===== config.mk =====
export PLATFORM = sky130hd
export DESIGN_NAME = cpu_control_unit
export DESIGN_NICKNAME = d
export VERILOG_FILES = /design/src/rtl/cpu_pkg.sv /design/src/rtl/cpu_decoder.sv /design/src/rtl/cpu_control_unit.sv
export SDC_FILE = /design/constraint.sdc
export NUM_CORES = 1
export LEC_CHECK = 0
export CAP_MARGIN = 20
export CORE_UTILIZATION = 24
export DETAILED_ROUTE_END_ITERATION = 10
export GPL_TIMING_DRIVEN = 0
export PLACE_DENSITY = 0.82
export SETUP_SLACK_MARGIN = 0.02
export SYNTH_ARGS = -nofsm -noshare
export SYNTH_HDL_FRONTEND = slang
export SYNTH_SLANG_ARGS = --single-unit

===== constraint.sdc =====
create_clock -name clk -period 1.9 [get_ports clk]
set_clock_uncertainty 0.15 [all_clocks]
set_input_delay 0.285 -clock clk [delete_from_list [all_inputs] [get_ports clk]]
set_output_delay 0.285 -clock clk [all_outputs]
set_load 0.05 [all_outputs]

===== src/rtl/cpu_pkg.sv =====
`default_nettype none
// ============================================================================
//  Module   : cpu_pkg
//  Purpose  : Shared encodings for the MIPS-subset control path.
//             Contents: opcode and funct constants, PC-source select codes,
//             and the run-state enumeration.
//  Revision : 1.0 - initial release
// ============================================================================
package cpu_pkg;

  // Opcodes, taken from instruction bits [31:26]
  localparam logic [5:0] OP_RTYPE = 6'h00;
  localparam logic [5:0] OP_ADDI  = 6'h08;
  localparam logic [5:0] OP_LW    = 6'h23;
  localparam logic [5:0] OP_SW    = 6'h2B;
  localparam logic [5:0] OP_BEQ   = 6'h04;
  localparam logic [5:0] OP_BNE   = 6'h05;
  localparam logic [5:0] OP_J     = 6'h02;
  localparam logic [5:0] OP_HALT  = 6'h3F;

  // R-format funct codes; these double as ALU operation codes
  localparam logic [5:0] F_ADD = 6'h20;
  localparam logic [5:0] F_SUB = 6'h22;
  localparam logic [5:0] F_AND = 6'h24;
  localparam logic [5:0] F_OR  = 6'h25;
  localparam logic [5:0] F_SLT = 6'h2A;

  // PC source select
  localparam logic [1:0] PC_PLUS1  = 2'b00;
  localparam logic [1:0] PC_BRANCH = 2'b01;
  localparam logic [1:0] PC_JUMP   = 2'b10;

  // Run-state machine
  typedef enum logic [1:0] {
    ST_IDLE = 2'b00,
    ST_RUN  = 2'b01,
    ST_HALT = 2'b10
  } state_t;

endpackage
`default_nettype wire


===== src/rtl/cpu_decoder.sv =====
`default_nettype none
// ============================================================================
//  Module   : cpu_decoder
//  Purpose  : Purely combinational instruction decode table. It produces raw,
//             ungated enables. The parent module qualifies those enables with
//             the run state.
//  Ports    : opcode, funct, out_alu   -> instruction fields and ALU result
//             is_R/I/J_type            -> instruction format flags
//             is_write_from_mem        -> write-back source is memory
//             dec_write_reg/mem        -> ungated register / memory writes
//             dec_load_pc              -> ungated PC update
//             control_mux_for_PC       -> PC source select
//             opcode_alu               -> ALU function (MIPS funct encoding)
//  Revision : 1.0 - initial release
// ============================================================================
module cpu_decoder
  import cpu_pkg::*;
#(
  parameter int WIDTH = 32,
  parameter int OPW   = 6
) (
  input  logic [OPW-1:0]   opcode,
  input  logic [OPW-1:0]   funct,
  input  logic [WIDTH-1:0] out_alu,
  output logic             is_R_type,
  output logic             is_I_type,
  output logic             is_J_type,
  output logic             is_write_from_mem,
  output logic             dec_write_reg,
  output logic             dec_write_mem,
  output logic             dec_load_pc,
  output logic [1:0]       control_mux_for_PC,
  output logic [OPW-1:0]   opcode_alu
);

  logic w_alu_zero;

  assign w_alu_zero = (out_alu == '0);

  always_comb begin
    is_R_type          = 1'b0;
    is_I_type          = 1'b0;
    is_J_type          = 1'b0;
    is_write_from_mem  = 1'b0;
    dec_write_reg      = 1'b0;
    dec_write_mem      = 1'b0;
    // Undefined opcodes still advance the PC, so they behave as NOPs.
    dec_load_pc        = 1'b1;
    control_mux_for_PC = PC_PLUS1;
    opcode_alu         = '0;

    case (opcode)
      OP_RTYPE: begin
        is_R_type = 1'b1;
        case (funct)
          F_ADD, F_SUB, F_AND, F_OR, F_SLT: begin
            opcode_alu    = funct;
            dec_write_reg = 1'b1;
          end
          // An unsupported funct becomes a harmless ADD with no write-back.
          default: opcode_alu = OPW'(F_ADD);
        endcase
      end
      OP_ADDI: begin
        is_I_type     = 1'b1;
        dec_write_reg = 1'b1;
        opcode_alu    = OPW'(F_ADD);
      end
      OP_LW: begin
        is_I_type         = 1'b1;
        dec_write_reg     = 1'b1;
        is_write_from_mem = 1'b1;
        opcode_alu        = OPW'(F_ADD);
      end
      OP_SW: begin
        is_I_type     = 1'b1;
        dec_write_mem = 1'b1;
        opcode_alu    = OPW'(F_ADD);
      end
      OP_BEQ: begin
        is_I_type  = 1'b1;
        opcode_alu = OPW'(F_SUB);
        if (w_alu_zero) control_mux_for_PC = PC_BRANCH;
      end
      OP_BNE: begin
        is_I_type  = 1'b1;
        opcode_alu = OPW'(F_SUB);
        if (!w_alu_zero) control_mux_for_PC = PC_BRANCH;
      end
      OP_J: begin
        is_J_type          = 1'b1;
        control_mux_for_PC = PC_JUMP;
        opcode_alu         = OPW'(F_ADD);
      end
      OP_HALT: begin
        dec_load_pc = 1'b0;
        opcode_alu  = OPW'(F_ADD);
      end
      default: ;
    endcase
  end

endmodule
`default_nettype wire


===== src/rtl/cpu_control_unit.sv =====
`default_nettype none
// ============================================================================
//  Module   : cpu_control_unit
//  Purpose  : Control path of the single-cycle MIPS-subset CPU. It combines
//             the decode table with the IDLE/RUN/HALT run-state machine, and
//             gates every state-changing enable with that state.
//  Ports    : clk, rst (async, active-low)
//             opcode, funct, out_alu        -> from the data path
//             type flags, write enables, PC select, ALU code -> to data path
//  Revision : 1.0 - initial release
// ============================================================================
module cpu_control_unit
  import cpu_pkg::*;
#(
  parameter int WIDTH = 32,
  parameter int OPW   = 6
) (
  input  logic             clk,
  input  logic             rst,
  input  logic [OPW-1:0]   opcode,
  input  logic [OPW-1:0]   funct,
  input  logic [WIDTH-1:0] out_alu,
  output logic             is_R_type,
  output logic             is_I_type,
  output logic             is_J_type,
  output logic             is_write_from_mem,
  output logic             is_write_reg,
  output logic             is_write_mem,
  output logic             is_load_PC,
  output logic [1:0]       control_mux_for_PC,
  output logic [OPW-1:0]   opcode_alu
);

  state_t r_state;
  state_t w_state_next;
  logic   w_run;
  logic   w_dec_write_reg;
  logic   w_dec_write_mem;
  logic   w_dec_load_pc;

  cpu_decoder #(
    .WIDTH (WIDTH),
    .OPW   (OPW)
  ) u_decoder (
    .opcode             (opcode),
    .funct              (funct),
    .out_alu            (out_alu),
    .is_R_type          (is_R_type),
    .is_I_type          (is_I_type),
    .is_J_type          (is_J_type),
    .is_write_from_mem  (is_write_from_mem),
    .dec_write_reg      (w_dec_write_reg),
    .dec_write_mem      (w_dec_write_mem),
    .dec_load_pc        (w_dec_load_pc),
    .control_mux_for_PC (control_mux_for_PC),
    .opcode_alu         (opcode_alu)
  );

  // State register. Asserting reset forces IDLE at once, which drops every
  // enable before the next edge, so an in-flight write is never committed.
  always_ff @(posedge clk or negedge rst) begin
    if (!rst) r_state <= ST_IDLE;
    else      r_state <= w_state_next;
  end

  // Next-state logic. IDLE lasts exactly one edge, which gives the data path
  // a settle cycle after reset before anything is written.
  always_comb begin
    w_state_next = r_state;
    case (r_state)
      ST_IDLE: w_state_next = ST_RUN;
      ST_RUN:  if (opcode == OPW'(OP_HALT)) w_state_next = ST_HALT;
      ST_HALT: w_state_next = ST_HALT;
      default: w_state_next = ST_IDLE;
    endcase
  end

  // Output logic: only RUN lets the decoded enables through.
  always_comb begin
    w_run = 1'b0;
    if (r_state == ST_RUN) w_run = 1'b1;
  end

  assign is_write_reg = w_run & w_dec_write_reg;
  assign is_write_mem = w_run & w_dec_write_mem;
  assign is_load_PC   = w_run & w_dec_load_pc;

endmodule
`default_nettype wire


=== Word level (Yosys, flattened, before mapping) ===
Index checks and enable logic that the tools add are counted.

* Bits in registers: 2
* Bits of input ports: 46
* Output and inout bits: 15
* Logic and storage cells: 43

* Equal/unequal tests: 15
* Mux-type cells: 16
* Bitwise operators: 3
* Reductions and logical operators: 8

{| class="wikitable"
|+ Operators with widths
! operator !! number
|-
| 6-bit equality test, second input constant || 8
|-
| 32-bit logical NOT || 1
|-
| 6-bit case mux with 3 select lines || 1
|-
| 5-bit OR reduction || 3
|-
| 6-bit by 3-bit equality test with 1-bit output, second input constant || 2
|-
| 2-bit case mux with 3 select lines || 2
|-
| 1-bit 2-to-1 mux || 10
|-
| 6-bit by 2-bit equality test with 1-bit output, second input constant || 1
|-
| 6-bit by 4-bit equality test with 1-bit output, second input constant || 1
|-
| 6-bit logical NOT || 1
|-
| 6-bit 2-to-1 mux || 1
|-
| 2-bit OR reduction || 2
|-
| 1-bit bitwise AND || 3
|-
| 2-bit by 1-bit equality test with 1-bit output, second input constant || 1
|-
| 2-bit equality test, second input constant || 1
|-
| 2-bit logical NOT || 1
|-
| 2-bit 2-to-1 mux || 1
|-
| 2-bit inequality test, second input constant || 1
|-
| 1-bit case mux with 2 select lines || 1
|}

=== Logic depth before layout (Yosys ltp) ===
* Depth after elaboration: 5
* Gate-level depth with buffers: 5
* Depth with buffers taken out: 5

=== Cells and area by module ===
Synthesis repeated with hierarchy kept, for this count alone.

* Cells, all modules: 64
* Area, all modules: 499.2 um2

{| class="wikitable"
|+ By module, submodules not included
! module !! times used !! cells an instance !! area an instance (um2) !! sequential area each (um2)
|-
| cpu_decoder || 1 || 50 || 356.6 || 0.0
|-
| cpu_control_unit || 1 || 14 || 142.6 || 50.0
|}

=== Worst setup path before layout ===
No wires, ideal clock.

* Kind: input port to output port
* Start: input port opcode[4]
* End: output port control_mux_for_PC[1]
* Data arrival time: 2.572 ns
* Data required time: 1.465 ns
* Slack: -1.107 ns
* Stages: 4
* Buffers on the path: 2
* Path through: buf_6 > or4_4 > nor3b_1 > buf_4

* Longest elaborated chain between the ends: 2
* Elaborated cells on any way between the ends: 4
* Classes of those cells: eq/ne (3); mux (1)

{| class="wikitable"
|+ RTL lines
! what !! RTL line !! text
|-
| start, declared || cpu_control_unit.sv:20 || <nowiki>input logic [OPW-1:0] opcode,</nowiki>
|-
| 6-bit by 2-bit equality test with 1-bit output / 6-bit by 3-bit equality test with 1-bit output (equally long branches) || cpu_decoder.sv:52 || <nowiki>case (opcode)</nowiki>
|-
| 2-bit case mux with 3 select lines (*) || cpu_decoder.sv:52 ||
|-
| end, declared || cpu_control_unit.sv:30 || <nowiki>output logic [1:0] control_mux_for_PC,</nowiki>
|}

Mark *: on every way between the ends. The rest lies on a longest branch, timed or not.

=== Final worst setup path ===
* Start: input port opcode[3]
* End: output port opcode_alu[3]

* Longest elaborated chain between the ends: 3
* Elaborated cells on any way between the ends: 11
* Classes of those cells: eq/ne (7); mux (1); reduce/logical (3)

{| class="wikitable"
|+ RTL lines
! what !! RTL line !! text
|-
| 6-bit equality test (tied with other cells) || cpu_decoder.sv:52 ||
|-
| 5-bit OR reduction (no source line) / 2-bit OR reduction (equally long branches) || - ||
|-
| 6-bit case mux with 3 select lines (*) || cpu_decoder.sv:52 ||
|-
| end, declared || cpu_control_unit.sv:31 || <nowiki>output logic [OPW-1:0] opcode_alu</nowiki>
|}

Marked as above.

==> impl_metrics.csv <==
group,metric,value,unit
drt,via_count,727,
clocking,numCtsBuffers,3,
clocking,cts.reportedPaths.clkPinSlew,30,ps
pwr,power.leakage,0.000503,uW
timing,drv_slew,0,
placement,gp_congestion,0.676,
synth,synth_sequential_area_ratio,0.109,
global_routing,grt_max_degree,10,
placement,hpwl,1500,um
global_routing,gr-total-overflow,0,
synth,synth-warning-count,0,
finish,finish.instance_area,1170,um^2
floorplanning,die_h,45.7,um
worst_setup_path,path_cells,"clkbuf_16 > or4_4 > nor3_4 > and3_4 > and2_4 > buf_8",
finish,largest_register,"r_state",
clocking,cts_hold_buffers,0,
floorplanning,dieArea,2090,um^2
timing,finalCritPeriodShare,1.09,
timing,fmax,0.482,GHz
min_path,hp-class,"input port to async pin",
clocking,cts_tree,"built",
worst_setup_path,cpPeakStageDelay,550,ps
synth,synth-seq-cells,2,
finish,final_common_cell,"buf_2",
floorplanning,fp-row-count,15,
worst_setup_path,worst-path-stages,6,
clocking,h-tree-depth,1,
timing,setup_viol,6,
clocking,clockBufferDepth,2,
finish,largestRegisters,"r_state: 2 flops",
drt,finalWirelength,2000,um
timing,setup_ws,-173,ps
finish,final_nets,173,
worst_setup_path,crit_slowest_cell,"or4_4",
synth,synth_cells,63,
timing,hold_viol,0,
finish,largest_reg_flops,2,
synth,ys_types,29,
worst_setup_path,startpoint_type,"input port",
global_routing,met2_usage,0.377,
worst_setup_path,cp_top_family,"simple AND/OR/NAND/NOR gates",
floorplanning,core-area,1760,um^2
timing,post-route-min-period,2070,ps
floorplanning,ios,61,
finish,layout-drive-gt1-share,0.610,
drt,antenna_left,0,
global_routing,antenna_found_initial,0,
status,status,"finished, violations left",
worst_setup_path,critPathArrivalTime,1640,ps
placement,placed_cell_area,1100,um^2
pwr,peakVddDrop,0.000370,V
drt,wl_per_cell,13.5,um
pwr,fin_total_pwr,472,uW
finish,syn_to_final_growth,155,%
timing,rsz0062_at_grt,"yes",
floorplanning,initial_core_util,0.260,
run,max-cap-violations,0,
clocking,root_buffer,"clkbuf_4",
worst_setup_path,worst-setup-path-type,"input port to output pin",
drt,firstDrtPassIters,4,
synth,synthesis.nets,111,
synth,synth.cell_area,458,um^2
pwr,powerDensity,405,nW/um^2
worst_setup_path,cp.required,1460,ps
global_routing,grt_util_met3,0.0476,
finish,layout_common_cells,"buf_2 (21), nor4_2 (10), buf_4 (8), clkdlybuf4s15_1 (8), buf_8 (7)",
global_routing,grt_pass1_vias,724,
floorplanning,die_w,45.7,um
worst_setup_path,r2r_cells,5,
finish,num_antenna_cells,0,
clocking,cts.sinks,2,
global_routing,grt.busiest_layer,"met2",
status,violations,"setup timing",
drt,via_per_inst,4.91,
global_routing,grt_pass1_wl,3040,um
clocking,worstSkewPairLatency,230,ps
placement,portBuffers,55,
worst_setup_path,cp-end-kind,"output pin",
drt,drt_iter0_markers,1,
worst_setup_path,crit_fanout,5,
global_routing,grt_usage,0.202,
drt,remaining_drc_errors,0,
worst_setup_path,timing.critical_path.buf_inv,2,
global_routing,use_met1,0.213,
synth,avgSynthCellArea,7.27,um^2
metal layers:
metal	vias up	wire length [um]
met5	-	0
met4	0	12
met3	2	191
met2	37	1070
met1	328	730
li1	360	-
worst reg2reg max path: cells and delay by family, from the launching register on:
family / cells / cell delay [ps]
AND/OR/NAND/NOR: 1 / 80
adder cells (fa/ha/maj): 1 / 230
flip-flops: 1 / 350
buffers and inverters: 1 / 90
AO/OA/AOI/OAI: 2 / 190
worst paths after layout:
| kind | startpoint | endpoint | slack, ps |
|---|---|---|---|
| max | opcode[3] | opcode_alu[3] | -170 |
| min | rst | r_state[0] | 70 |
| max reg2reg | r_state[1] | r_state[1] | 690 |
| min reg2reg | r_state[0] | r_state[0] | 430 |
| max in group asynchronous | rst | r_state[1] | 1410 |
| min in group clk | opcode[4] | r_state[0] | 400 |
cell usage after synthesis:
cell type / n / area share
a21boi_0: 2 / 0.033
a21o_2: 1 / 0.019
a21oi_1: 1 / 0.011
and2_1: 3 / 0.041
and2b_1: 1 / 0.016
and3_4: 1 / 0.025
buf_4: 3 / 0.049
buf_6: 1 / 0.025
clkbuf_2: 2 / 0.022
conb_1: 1 / 0.0082
dfrtp_1: 2 / 0.11
ha_1: 2 / 0.055
inv_1: 3 / 0.025
mux2i_1: 1 / 0.022
nand2_1: 4 / 0.033
nand2b_1: 2 / 0.027
nand3_1: 2 / 0.022
nand4_1: 2 / 0.027
nor2_1: 3 / 0.025
nor3_1: 1 / 0.011
nor3_4: 1 / 0.036
nor3b_1: 2 / 0.033
nor4_1: 11 / 0.15
o21a_1: 2 / 0.033
o21ai_0: 4 / 0.044
o32a_1: 2 / 0.044
o32ai_1: 1 / 0.019
or3_1: 1 / 0.014
or4_4: 1 / 0.025
cells by family after synthesis:
logic type,Yosys count,synth area share
simple gates,35,0.484
buf+inv,9,0.120
flops,2,0.109
fa+ha+maj,2,0.0546
other cells,1,0.00819
mux,1,0.0219
compound gates,13,0.202
final cells by class:
cell class	count	area, um^2
fillers	164	598
inverters	3	11.3
plain buffers	6	67.6
repair buffers	57	487
well taps	25	31.3
flip-flops and latches	2	50.0
multi-input cells	52	497
clock buffers	3	22.5
where the power goes:
part	switching [uW]	internal, uW	total (uW)
Clock	24.0	69.6	93.6
Combinational	174	131	304
Sequential	8.37	65.6	74.0
Total	206	266	472
through the flow:
stage	worst slack (ps)	TNS, ps	cells	util	hold WS [ps]
finish	-173	-855	148	0.661	70.0
global route	-222	-1200	148	0.661	61.3
CTS	-158	-756	147	0.649	62.4
detailed placement	-1330	-15540	143	0.625	307
global placement	-1280	-14970	143	0.625	304
floorplan	-532	-4180	63	-	-161
timing repair:
item	4_1_cts	5_1_grt
pin swaps	17	2
setup endpoints to repair	16	11
resized for setup	206	11
setup buffers	1	1
Note: power is estimated with default switching activity, not from simulation.
